<file path="src/rtl/wb_uart_tx.sv">
// Wishbone-attached 8N1 UART transmitter with a small byte FIFO and a
// drain-complete level interrupt.
module wb_uart_tx #(
    parameter int TICKS_PER_BAUD = 8,
    parameter int FIFO_DEPTH     = 4,
    parameter int DATA_INVERT    = 1
) (
    input  logic       wb_clk_i,
    input  logic       wb_rst_ni,
    input  logic       wb_cyc_i,
    input  logic       wb_stb_i,
    input  logic       wb_we_i,
    input  logic [7:0] wb_dat_i,
    output logic [7:0] wb_dat_o,
    output logic       wb_ack_o,
    output logic       int_uart_tx,
    output logic       uart_tx
);

    localparam int   PW  = $clog2(FIFO_DEPTH);
    localparam int   CW  = (TICKS_PER_BAUD > 2) ? $clog2(TICKS_PER_BAUD) : 1;
    localparam logic Inv = DATA_INVERT[0];

    typedef enum logic [1:0] {IDLE, START, DATA, STOP} state_e;

    state_e          state_q, state_d;
    logic [CW-1:0]   baudCnt_q, baudCnt_d;
    logic [2:0]      bitIdx_q, bitIdx_d;
    logic [7:0]      shift_q, shift_d;
    logic            tx_q, tx_d;
    logic            ack_q, ack_d;
    logic [7:0]      dat_q, dat_d;
    logic            int_q, int_d;
    logic [PW:0]     wrPtr_q, wrPtr_d, rdPtr_q, rdPtr_d;
    logic [7:0]      mem_q [FIFO_DEPTH];

    logic req, full, empty, push, pop, stopDone, baudEnd;
    logic [7:0] status;

    assign req     = wb_cyc_i & wb_stb_i & ~ack_q;
    assign full    = (wrPtr_q[PW] != rdPtr_q[PW]) && (wrPtr_q[PW-1:0] == rdPtr_q[PW-1:0]);
    assign empty   = (wrPtr_q == rdPtr_q);
    assign push    = req & wb_we_i & ~full;
    assign status  = {5'b0, empty, full, state_q != IDLE};
    assign baudEnd = (baudCnt_q == CW'(TICKS_PER_BAUD - 1));

    // A write stalls (no ack) while the FIFO is full; full is taken from the
    // registered pointers, so a pop on the same edge does not admit it.
    always_comb begin
        ack_d   = req & (~wb_we_i | ~full);
        dat_d   = dat_q;
        if (req && !wb_we_i) begin
            dat_d = status;
        end
        wrPtr_d = wrPtr_q + {{PW{1'b0}}, push};
    end

    always_comb begin
        state_d   = state_q;
        baudCnt_d = baudCnt_q + CW'(1);
        bitIdx_d  = bitIdx_q;
        shift_d   = shift_q;
        pop       = 1'b0;
        stopDone  = 1'b0;
        case (state_q)
            IDLE: begin
                baudCnt_d = '0;
                if (!empty) begin
                    pop     = 1'b1;
                    shift_d = mem_q[rdPtr_q[PW-1:0]];
                    state_d = START;
                end
            end
            START: begin
                if (baudEnd) begin
                    baudCnt_d = '0;
                    bitIdx_d  = 3'd0;
                    state_d   = DATA;
                end
            end
            DATA: begin
                if (baudEnd) begin
                    baudCnt_d = '0;
                    if (bitIdx_q == 3'd7) begin
                        state_d = STOP;
                    end else begin
                        bitIdx_d = bitIdx_q + 3'd1;
                    end
                end
            end
            STOP: begin
                if (baudEnd) begin
                    baudCnt_d = '0;
                    if (!empty) begin
                        pop     = 1'b1;
                        shift_d = mem_q[rdPtr_q[PW-1:0]];
                        state_d = START;
                    end else begin
                        stopDone = 1'b1;
                        state_d  = IDLE;
                    end
                end
            end
            default: state_d = IDLE;
        endcase
        rdPtr_d = rdPtr_q + {{PW{1'b0}}, pop};
    end

    // The line is derived from the next state so it changes on the same edge
    // as the FSM and comes straight out of a flop.
    always_comb begin
        tx_d = 1'b1;
        case (state_d)
            START:   tx_d = 1'b0;
            DATA:    tx_d = shift_d[bitIdx_d] ^ Inv;
            default: tx_d = 1'b1;
        endcase
        int_d = int_q;
        if (req) begin
            int_d = 1'b0;
        end else if (stopDone) begin
            int_d = 1'b1;
        end
    end

    always_ff @(posedge wb_clk_i or negedge wb_rst_ni) begin
        if (!wb_rst_ni) begin
            state_q   <= IDLE;
            baudCnt_q <= '0;
            bitIdx_q  <= 3'd0;
            shift_q   <= 8'h00;
            tx_q      <= 1'b1;
            ack_q     <= 1'b0;
            dat_q     <= 8'h04;
            int_q     <= 1'b0;
            wrPtr_q   <= '0;
            rdPtr_q   <= '0;
        end else begin
            state_q   <= state_d;
            baudCnt_q <= baudCnt_d;
            bitIdx_q  <= bitIdx_d;
            shift_q   <= shift_d;
            tx_q      <= tx_d;
            ack_q     <= ack_d;
            dat_q     <= dat_d;
            int_q     <= int_d;
            wrPtr_q   <= wrPtr_d;
            rdPtr_q   <= rdPtr_d;
        end
    end

    always_ff @(posedge wb_clk_i) begin
        if (push) begin
            mem_q[wrPtr_q[PW-1:0]] <= wb_dat_i;
        end
    end

    assign wb_dat_o    = dat_q;
    assign wb_ack_o    = ack_q;
    assign int_uart_tx = int_q;
    assign uart_tx     = tx_q;

endmodule

</file>
<file path="config.mk">
export PLATFORM = sky130hd
export DESIGN_NAME = wb_uart_tx
export DESIGN_NICKNAME = d
export VERILOG_FILES = /design/src/rtl/wb_uart_tx.sv
export SDC_FILE = /design/constraint.sdc
export NUM_CORES = 1
export LEC_CHECK = 0
export ABC_CLOCK_PERIOD_IN_PS = 2750
export BUFFER_PORTS_ARGS = -buffer_cell sky130_fd_sc_hd__buf_2
export CAP_MARGIN = 10
export CORE_MARGIN = 2
export CORE_UTILIZATION = 50
export DETAILED_ROUTE_END_ITERATION = 10
export PLACE_DENSITY = 0.69
export REMOVE_ABC_BUFFERS = 1
export SYNTH_ARGS = -nofsm -noshare
export SYNTH_HDL_FRONTEND = slang
export SYNTH_SLANG_ARGS = --single-unit
</file>
<file path="constraint.sdc">
create_clock -name wb_clk_i -period 2.75 [get_ports wb_clk_i]
set_clock_uncertainty 0.2 [all_clocks]
set_input_delay 0.1375 -clock wb_clk_i [delete_from_list [all_inputs] [get_ports wb_clk_i]]
set_output_delay 0.1375 -clock wb_clk_i [all_outputs]
set_load 0.02 [all_outputs]
</file>
* After elaboration in Yosys (flattened, before gate mapping) *
Memories as Yosys holds them, arrays and structs flattened.
Index checks and enable logic that the tools add are counted.
W data, S select, Z words.

operators by class
  add/subtract/negate cells = 4
  $mul = 0
  div/mod/pow operators = 0
  $lt $le $gt $ge = 1
  equality and inequality tests = 10
  shift-type cells = 0
  multiplexer cells = 29
  bitwise logic cells = 10
  reduce and logical (&&, ||, !) cells = 7

operators by type and width
  cell                   number
  $mux W8                2
  $pmux W8 S2            1
  $mux W3                4
  $pmux W3 S2            2
  $mux W1                11
  $mux W2                5
  $pmux W2 S4            1
  $add A3 B1 Y3          2
  $add A3 B1 Y3 const B  2
  $eq A2 B2 Y1 const B   3
  $eq A3 B3 Y1 const B   2
  $and A1 B1 Y1          5
  $eq A2 B1 Y1 const B   2
  $lt A3 B4 Y1 const B   1
  $not A1 Y1             4
  $pmux W1 S2            2
  $reduce_bool A2 Y1     2
  $bmux W1 S3            1
  $eq A3 B3 Y1           1
  $reduce_or A3 Y1       1
  $eq A2 B2 Y1           1
  $logic_and A1 B1 Y1    2
  $logic_not A2 Y1       1
  $logic_not A1 Y1       1
  other kinds (2)        2

word-level totals
  flip-flop bits (word level) = 28
  bits in latches = 0
  bits in writable memories = 32
  memory bits (read-only) = 0
  input bits = 13
  output and inout port bits = 11
  word-level logic and storage cells = 72
  memories kept = 1

memories
  name   depth  bits a word  rd ports  clocked after memory_dff  write ports  RTL line  source
  mem_q  4      8            1         0                         1            35        logic [7:0] mem_q [FIFO_DEPTH];

* Logic depth before layout (Yosys ltp) *
Gate-level depths: netlist (run 1).

  depth after elaboration = 8
  gate-level depth with buffers = 11
  gate-level depth less buffers = 10

* Worst setup path after synthesis (run 1) *
No wires, ideal clock.

  path type = register to register
  start point = register rdPtr_q[0]
  end point = memory mem_q[0][0] (enable)
  setup time = 0.385 ns
  arrival = 1.940 ns
  required time = 2.165 ns
  path slack = 0.225 ns
  cell stages (with the launch flop) = 7
  buffers on the path = 1
  clock period less this slack = 2.525 ns
  path through = dfrtp_1 -> buf_6 -> xnor2_4 -> nand2_4 -> nor2_1 -> nor3b_1 -> nor3b_1

between the ends
  word-level cells in the longest chain between the ends = 6

ends and longest elaborated chain
  what                           RTL line  source
  start: declaration             34        logic [PW:0] wrPtr_q, wrPtr_d, rdPtr_q, rdPtr_d;
  start signal: assignment       148       rdPtr_q <= rdPtr_d;
  $eq A2 B2 Y1                   41        assign full = (wrPtr_q[PW] != rdPtr_q[PW]) && (wrPtr_q[PW-1:0] == rdPtr_q[PW-1:0]);
  $logic_and A1 B1 Y1            41
  $not A1 Y1                     43        assign push = req & wb_we_i & ~full;
  $and A1 B1 Y1                  43
  $mux W1                        153       if (push) begin
  $mux W1 (not written as such)  154       mem_q[wrPtr_q[PW-1:0]] <= wb_dat_i;
  end: declaration               35

Every way passes these cells.

* Worst setup path in the final report (run 1) *
  start point = register baudCnt_q[0]
  end point = register tx_q (netlist: uart_tx)

between the ends
  word-level cells in the longest chain between the ends = 7
  elaborated cells on any way between the ends = 16
  classes of those cells = eq/ne (3); mux (12); bitwise (1)

ends and longest elaborated chain
  what                               RTL line  source
  start: declaration                 27        logic [CW-1:0] baudCnt_q, baudCnt_d;
  start signal: assignment           140       baudCnt_q <= baudCnt_d;
  $eq A3 B3 Y1 (*)                   45        assign baudEnd = (baudCnt_q == CW'(TICKS_PER_BAUD - 1));
  $mux W3 (on tied branches)         82, 75
  $pmux W3 S2 (*)                    65        case (state_q)
  named net bitIdx_d[1]              28        logic [2:0] bitIdx_q, bitIdx_d;
  $bmux W1 S3 (*)                    115       DATA: tx_d = shift_d[bitIdx_d] ^ Inv;
  $mux W1 (not written as such) (*)  115
  $not A1 Y1 (no source line) (*)    n/a
  $pmux W1 S2 (*)                    113       case (state_d)
  named net tx_d                     30        logic tx_q, tx_d;
  end signal: assignment             143       tx_q <= tx_d;
  end: declaration                   30

The timed path passes the listed nets; every way through them passes the cells marked *. The select of a mux whose other input is x is not followed.
A chain may end at the register's enable or synchronous reset.

==> results.json, run 1 <==
{
  "status": "finished clean",
  "grtUsageTotal_pct": 17.4,
  "clk_latency_ps": 340,
  "dp_slack_ps": 151,
  "arrival_ps": 2560,
  "final_nets": 254,
  "startpoint_type": "flip-flop",
  "setup_viol": 0,
  "grt_max_degree": 29,
  "critPathCapture": "uart_tx",
  "crit_type": "reg -> reg",
  "io_buffers": 18,
  "rsz0062_at_grt": "false",
  "syn2layout_area_growth_pct": 18.6,
  "vdd.ir_drop.worst_uv": 518,
  "ys_seq_area_share_pct": 59.3,
  "synth_area_sq_um": 2810,
  "finalMaxSlewViolations": 0,
  "total_power_mw": 3.36,
  "cp_num_buf_inv": 1,
  "ant_nets": 0,
  "grt_pass1_wl_mm": 7.97,
  "hpwl_mm": 3.18,
  "cts_buffers": 9,
  "power.switching_mw": 1.13,
  "fillers": 424,
  "leakagePower_nw": 1.43,
  "die_y_um": 78.9,
  "core_area_sq_um": 5470,
  "worstPathRequired_ps": 2810,
  "setup_ws_ps": 247,
  "crit_path_top_delay_cell": "dfrtp_1",
  "root_buffer": "clkbuf_8",
  "drc": 0,
  "max-cap-violations": 0,
  "reg2reg_slack_ps": 250,
  "fmax_mhz": 399,
  "fin_crit_sh_pct": 91.0,
  "sw_frac_of_total_pct": 33.6,
  "antenna_found_initial": 0,
  "stdcell_count": 307,
  "hold_viol_final": 0,
  "cts_max_level": 3,
  "synth-seq-cells": 60,
  "syn_area_per_cell_sq_um": 15.1,
  "finalCriticalPeriod_ps": 2500,
  "synthFlopType": "edfxtp_1",
  "vias_per_cell": 5.27,
  "reg2reg_from": "baudCnt_q[0]",
  "mostFrequentLayoutCells": "32 x edfxtp_1, 25 x dfrtp_1, 18 x buf_2, 13 x dlygate4sd3_1, 10 x ha_1",
  "post_drt_wl_per_cell_um": 15.4,
  "relSlewSlack_pct": 59.5,
  "internal_power_mw": 2.23,
  "crit_fanout": 11,
  "crit_path_start": "baudCnt_q[0]",
  "gp_congestion": 0.802,
  "p_seq_share_pct": 39.3,
  "vias": 1619,
  "clkTransAtPathRegs_ps": 80,
  "synth_edf_count": 32,
  "dr.pass1.iters": 6,
  "ys_types": 50,
  "finalInstanceArea_sq_um": 3330,
  "place_inst": 277,
  "path_delay_family": "compound AO/OA/AOI/OAI gates",
  "yosysWarnings": 0,
  "layout-drive-gt1-share_pct": 29.4,
  "r2r-end": "uart_tx",
  "crit_chain": "ha_1, ha_2, nand2b_1, a21boi_0, o221ai_1, inv_2, a211oi_4, a2111oi_2, nand4bb_1, a21oi_1",
  "worst_pin_slew_ps": 607,
  "postPlaceCellArea_sq_um": 2970,
  "netlist_instances": 186,
  "tns_ps": 0,
  "powerDensity_nw_per_um2": 1010,
  "tritoncts": "done",
  "clkPwrFrac_pct": 25.4,
  "die-area_sq_um": 6230,
  "final_common_cell": "edfxtp_1",
  "cp.depth": 10,
  "combinationalPowerShare_pct": 35.3,
  "die_w_um": 78.9,
  "r2r_cells": 10,
  "wl_mm": 4.73,
  "endpoint_kind": "flip-flop",
  "rows": 27,
  "gr-total-overflow": 0,
  "clock_sinks": 60,
  "clockBufferDepth": 2,
  "worst_hold_path_type": "in -> async",
  "drt_iter0_markers": 96,
  "io_pins": 24,
  "grt_pass1_vias": 1702,
  "async_reset_ff_share_pct": 46.7,
  "num_antenna_cells": 0,
  "slowest_delay_ps": 390,
  "start_util_pct": 51.3
}
-- flip-flops by register name (all words and copies together), names as in the netlist, 2 cells and up --
register and count:
baudCnt_q 3, bitIdx_q 3, mem_q 32, rdPtr_q 3, shift_q 8, state_q 2, wb_dat_o 3, wrPtr_q 3
-- cell usage after synthesis (2+ instances only) --
library cell / number / area, sq um
a2bb2oi_1: 2 / 17.5
mux4_2: 3 / 67.6
mux4_1: 5 / 131
edfxtp_1: 32 / 961
dfrtp_1: 26 / 651
nand3_1: 2 / 10.0
nand2_1: 9 / 33.8
and2_1: 2 / 12.5
ha_1: 11 / 138
a31oi_1: 4 / 25.0
nor2_1: 9 / 33.8
inv_1: 9 / 33.8
o21bai_1: 2 / 15.0
mux2_2: 3 / 33.8
xnor2_4: 2 / 55.1
nor3_1: 2 / 10.0
a21oi_1: 4 / 20.0
a21o_2: 5 / 43.8
nor2b_1: 3 / 18.8
and3b_1: 5 / 43.8
nor3b_1: 2 / 15.0
dfstp_2: 2 / 52.6
a211oi_1: 3 / 22.5
buf_4: 7 / 52.6
a31o_2: 2 / 17.5
xor2_1: 3 / 26.3
buf_6: 3 / 33.8
o2bb2ai_1: 2 / 17.5
-- through the flow --
| stage | hold slack [ps] | util [%] |
|---|---|---|
| 3_5_place_dp | -13.9 | 54.3 |
| 5_1_grt | 179 | 60.8 |
| 3_3_place_gp | -32.1 | 54.3 |
| 2_1_floorplan | -358 | - |
| 4_1_cts | 149 | 60.6 |
| 6_report | 135 | 60.8 |
-- power by group through the flow --
stage	combinational, mW	clock, mW	sequential [mW]
floorplan	0.842	0	1.33
global placement	1.13	0	1.33
detailed placement	1.17	0	1.34
CTS	1.19	0.874	1.32
global route	1.30	0.922	1.35
finish	1.19	0.852	1.32
-- worst min path at each step --
stage          slack, ps  cells past startpoint      endpoint
6_report             130                      2   wb_dat_o[1]
5_1_grt              180                      4   wb_dat_o[1]
4_1_cts              150                      2   wb_dat_o[1]
3_5_place_dp         -10                      1   wb_dat_o[1]
3_3_place_gp         -30                      1    wrPtr_q[2]
2_1_floorplan       -360                      0  baudCnt_q[0]
-- area by class of cell --
type	instances	area (sq um)	share of cell area [%]
sequential	60	1670	50.0
inverter	10	37.5	1.13
clock buffer	10	128	3.83
tap	72	90.1	2.71
clock inverter	6	88.8	2.67
timing repair buffer	40	288	8.64
multi-input combinational	109	1030	31.0
-- timing repair --
| action | 4_1_cts | 5_1_grt |
|---|---|---|
| endpoints found under the setup margin | 0 | 33 |
| setup buffers | 0 | 1 |
| gates resized for setup | 0 | 2 |
| hold endpoints to repair | 64 | 0 |
| hold buffers | 13 | 0 |
-- per-layer routing --
metal / wire (um) / GRT usage [%]
met4: 103 / 8.79
met1: 2050 / 20.3
met2: 2450 / 29.3
met5: 0 / 0
met3: 129 / 5.11
-- cell families (layout without fill, tap and decap cells) --
logic type                 Yosys count  count (layout)  synth area share, %
DFF                                 60              60                 59.3
and+or+nand+nor                     40              40                 8.07
AOI/OAI and AO/OA                   36              36                 11.5
buffers and inverters               21              66                 4.59
adders and majority gates           11              11                 4.90
muxes                               11              11                 8.29
xor gates and xnor gates             6               6                 3.21
other                                1               5                0.134
(Power assumes the default switching activity.)
==> run 2: changes to the inputs <==
CORE_MARGIN = default   (was 2)
SKIP_CTS_REPAIR_TIMING = 1   (was default)
==> results.json, run 2 (synthesized netlist as in run 1, its figures left out) <==
{
  "status": "finished clean",
  "tns_ps": 0,
  "grt_pass1_vias": 1728,
  "vias_per_cell": 5.38,
  "antenna_found_initial": 0,
  "fillers": 394,
  "relSlewSlack_pct": 57.2,
  "grtUsageMet2_pct": 31.5,
  "gp_congestion": 0.861,
  "clkPwrFrac_pct": 23.1,
  "clkTransAtPathRegs_ps": 70,
  "start_util_pct": 53.3,
  "max-cap-violations": 0,
  "largest_register_ffs": 32,
  "die_w_um": 76.9,
  "syn2layout_area_growth_pct": 18.4,
  "io_pins": 24,
  "crit_chain": "ha_1, ha_2, nand2b_1, a21boi_1, o221ai_2, inv_2, a211oi_4, a2111oi_2, nand4bb_1, a21oi_1",
  "finalMaxSlewViolations": 0,
  "leakagePower_nw": 1.43,
  "grt_pass1_wl_mm": 8.15,
  "vias": 1642,
  "layout-drive-gt1-share_pct": 30.2,
  "die_y_um": 76.9,
  "dr.pass1.iters": 4,
  "root_buffer": "clkbuf_8",
  "finalCriticalPeriod_ps": 2510,
  "core_area_sq_um": 5270,
  "vdd.ir_drop.worst_uv": 504,
  "grt_max_degree": 29,
  "cts_max_level": 3,
  "drt_iter0_markers": 62,
  "final_common_cell": "edfxtp_1",
  "power.switching_mw": 1.14,
  "startpoint_type": "flip-flop",
  "tritoncts": "done",
  "hold_viol_final": 0,
  "crit_path_top_delay_cell": "dfrtp_1",
  "total_power_mw": 3.28,
  "p_seq_share_pct": 39.2,
  "crit_type": "reg -> reg",
  "num_antenna_cells": 0,
  "powerDensity_nw_per_um2": 988,
  "slowest_delay_ps": 400,
  "met1_usage_pct": 21.6,
  "combinationalPowerShare_pct": 37.7,
  "wl_mm": 5.08,
  "internal_power_mw": 2.14,
  "rows": 26,
  "use_met3_pct": 5.24,
  "rsz0062_at_grt": "false",
  "worstPathRequired_ps": 2820,
  "post_drt_wl_per_cell_um": 16.7,
  "hpwl_mm": 3.43,
  "worst_hold_path_type": "in -> async",
  "endpoint_kind": "flip-flop",
  "clk_latency_ps": 340,
  "ant_nets": 0,
  "io_buffers": 18,
  "gr-total-overflow": 0,
  "fin_crit_sh_pct": 91.3,
  "setup_viol": 0,
  "arrival_ps": 2580,
  "die-area_sq_um": 5920,
  "clockBufferDepth": 2,
  "drc": 0,
  "worst_pin_slew_ps": 642,
  "grtUsageTotal_pct": 18.6,
  "fmax_mhz": 398,
  "crit_fanout": 11,
  "clock_sinks": 60,
  "sw_frac_of_total_pct": 34.7,
  "busiest_layer": "met2",
  "mostFrequentLayoutCells": "32 x edfxtp_1, 26 x dfrtp_1, 18 x buf_2, 13 x dlygate4sd3_1",
  "cts_buffers": 9,
  "final_nets": 254
}
## run 2: routing by layer
layer / share of wire, % / vias to the layer above / wire length (um)
met1: 42 / 816 / 2110
li1: - / 781 / -
met5: 0 / - / 0
met2: 54 / 32 / 2720
met3: 2.9 / 13 / 145
met4: 2.0 / 0 / 104
## run 2: path summary, 6_finish.rpt
kind	startpoint	endpoint	slack, ps	cells after the start
max	baudCnt_q[0]	uart_tx	240	10
min	wb_rst_ni	baudCnt_q[2]	150	2
max reg2reg	baudCnt_q[0]	uart_tx	240	10
min reg2reg	baudCnt_q[0]	baudCnt_q[0]	260	1
max in group asynchronous	wb_rst_ni	wrPtr_q[1]	1780	2
min in group wb_clk_i	wb_cyc_i	wb_dat_o[1]	180	4
## run 2: worst max-delay path: cells and delay by family (launching register included)
kind	cells	cell delay [ps]
simple gates	2	360
buf+inv	1	170
compound gates	5	870
fa+ha+maj	2	450
flops	1	400
## run 2: power by group through the flow
stage          registers [mW]  logic [mW]  clock network, mW
4_1_cts                  1.29        1.20              0.773
2_1_floorplan            1.33       0.842                  0
3_3_place_gp             1.30        1.14                  0
6_report                 1.29        1.24              0.760
3_5_place_dp             1.31        1.19                  0
5_1_grt                  1.31        1.36              0.819
## run 2: final cells by class
type                       instances  area [sq um]  area share [%]
sequential                        60          1660            50.1
clock inverter                     7          67.6            2.03
timing repair buffer              40           288            8.66
tap                               70          87.6            2.64
multi-input combinational        109          1050            31.7
clock buffer                       9           124            3.73
inverter                          10          37.5            1.13
## run 2: per-stage QoR
step	hold WS (ps)	util (%)	worst slack, ps	cells	instance area (sq um)
final	150	63.1	239	305	3320
after global routing	196	63.1	72.2	305	3320
after CTS	-373	59.8	62.6	290	3150
after detailed placement	-3.05	56.2	91.8	274	2960
after global placement	-24.8	56.2	178	274	2960
after floorplan	-358	-	90.9	179	2730
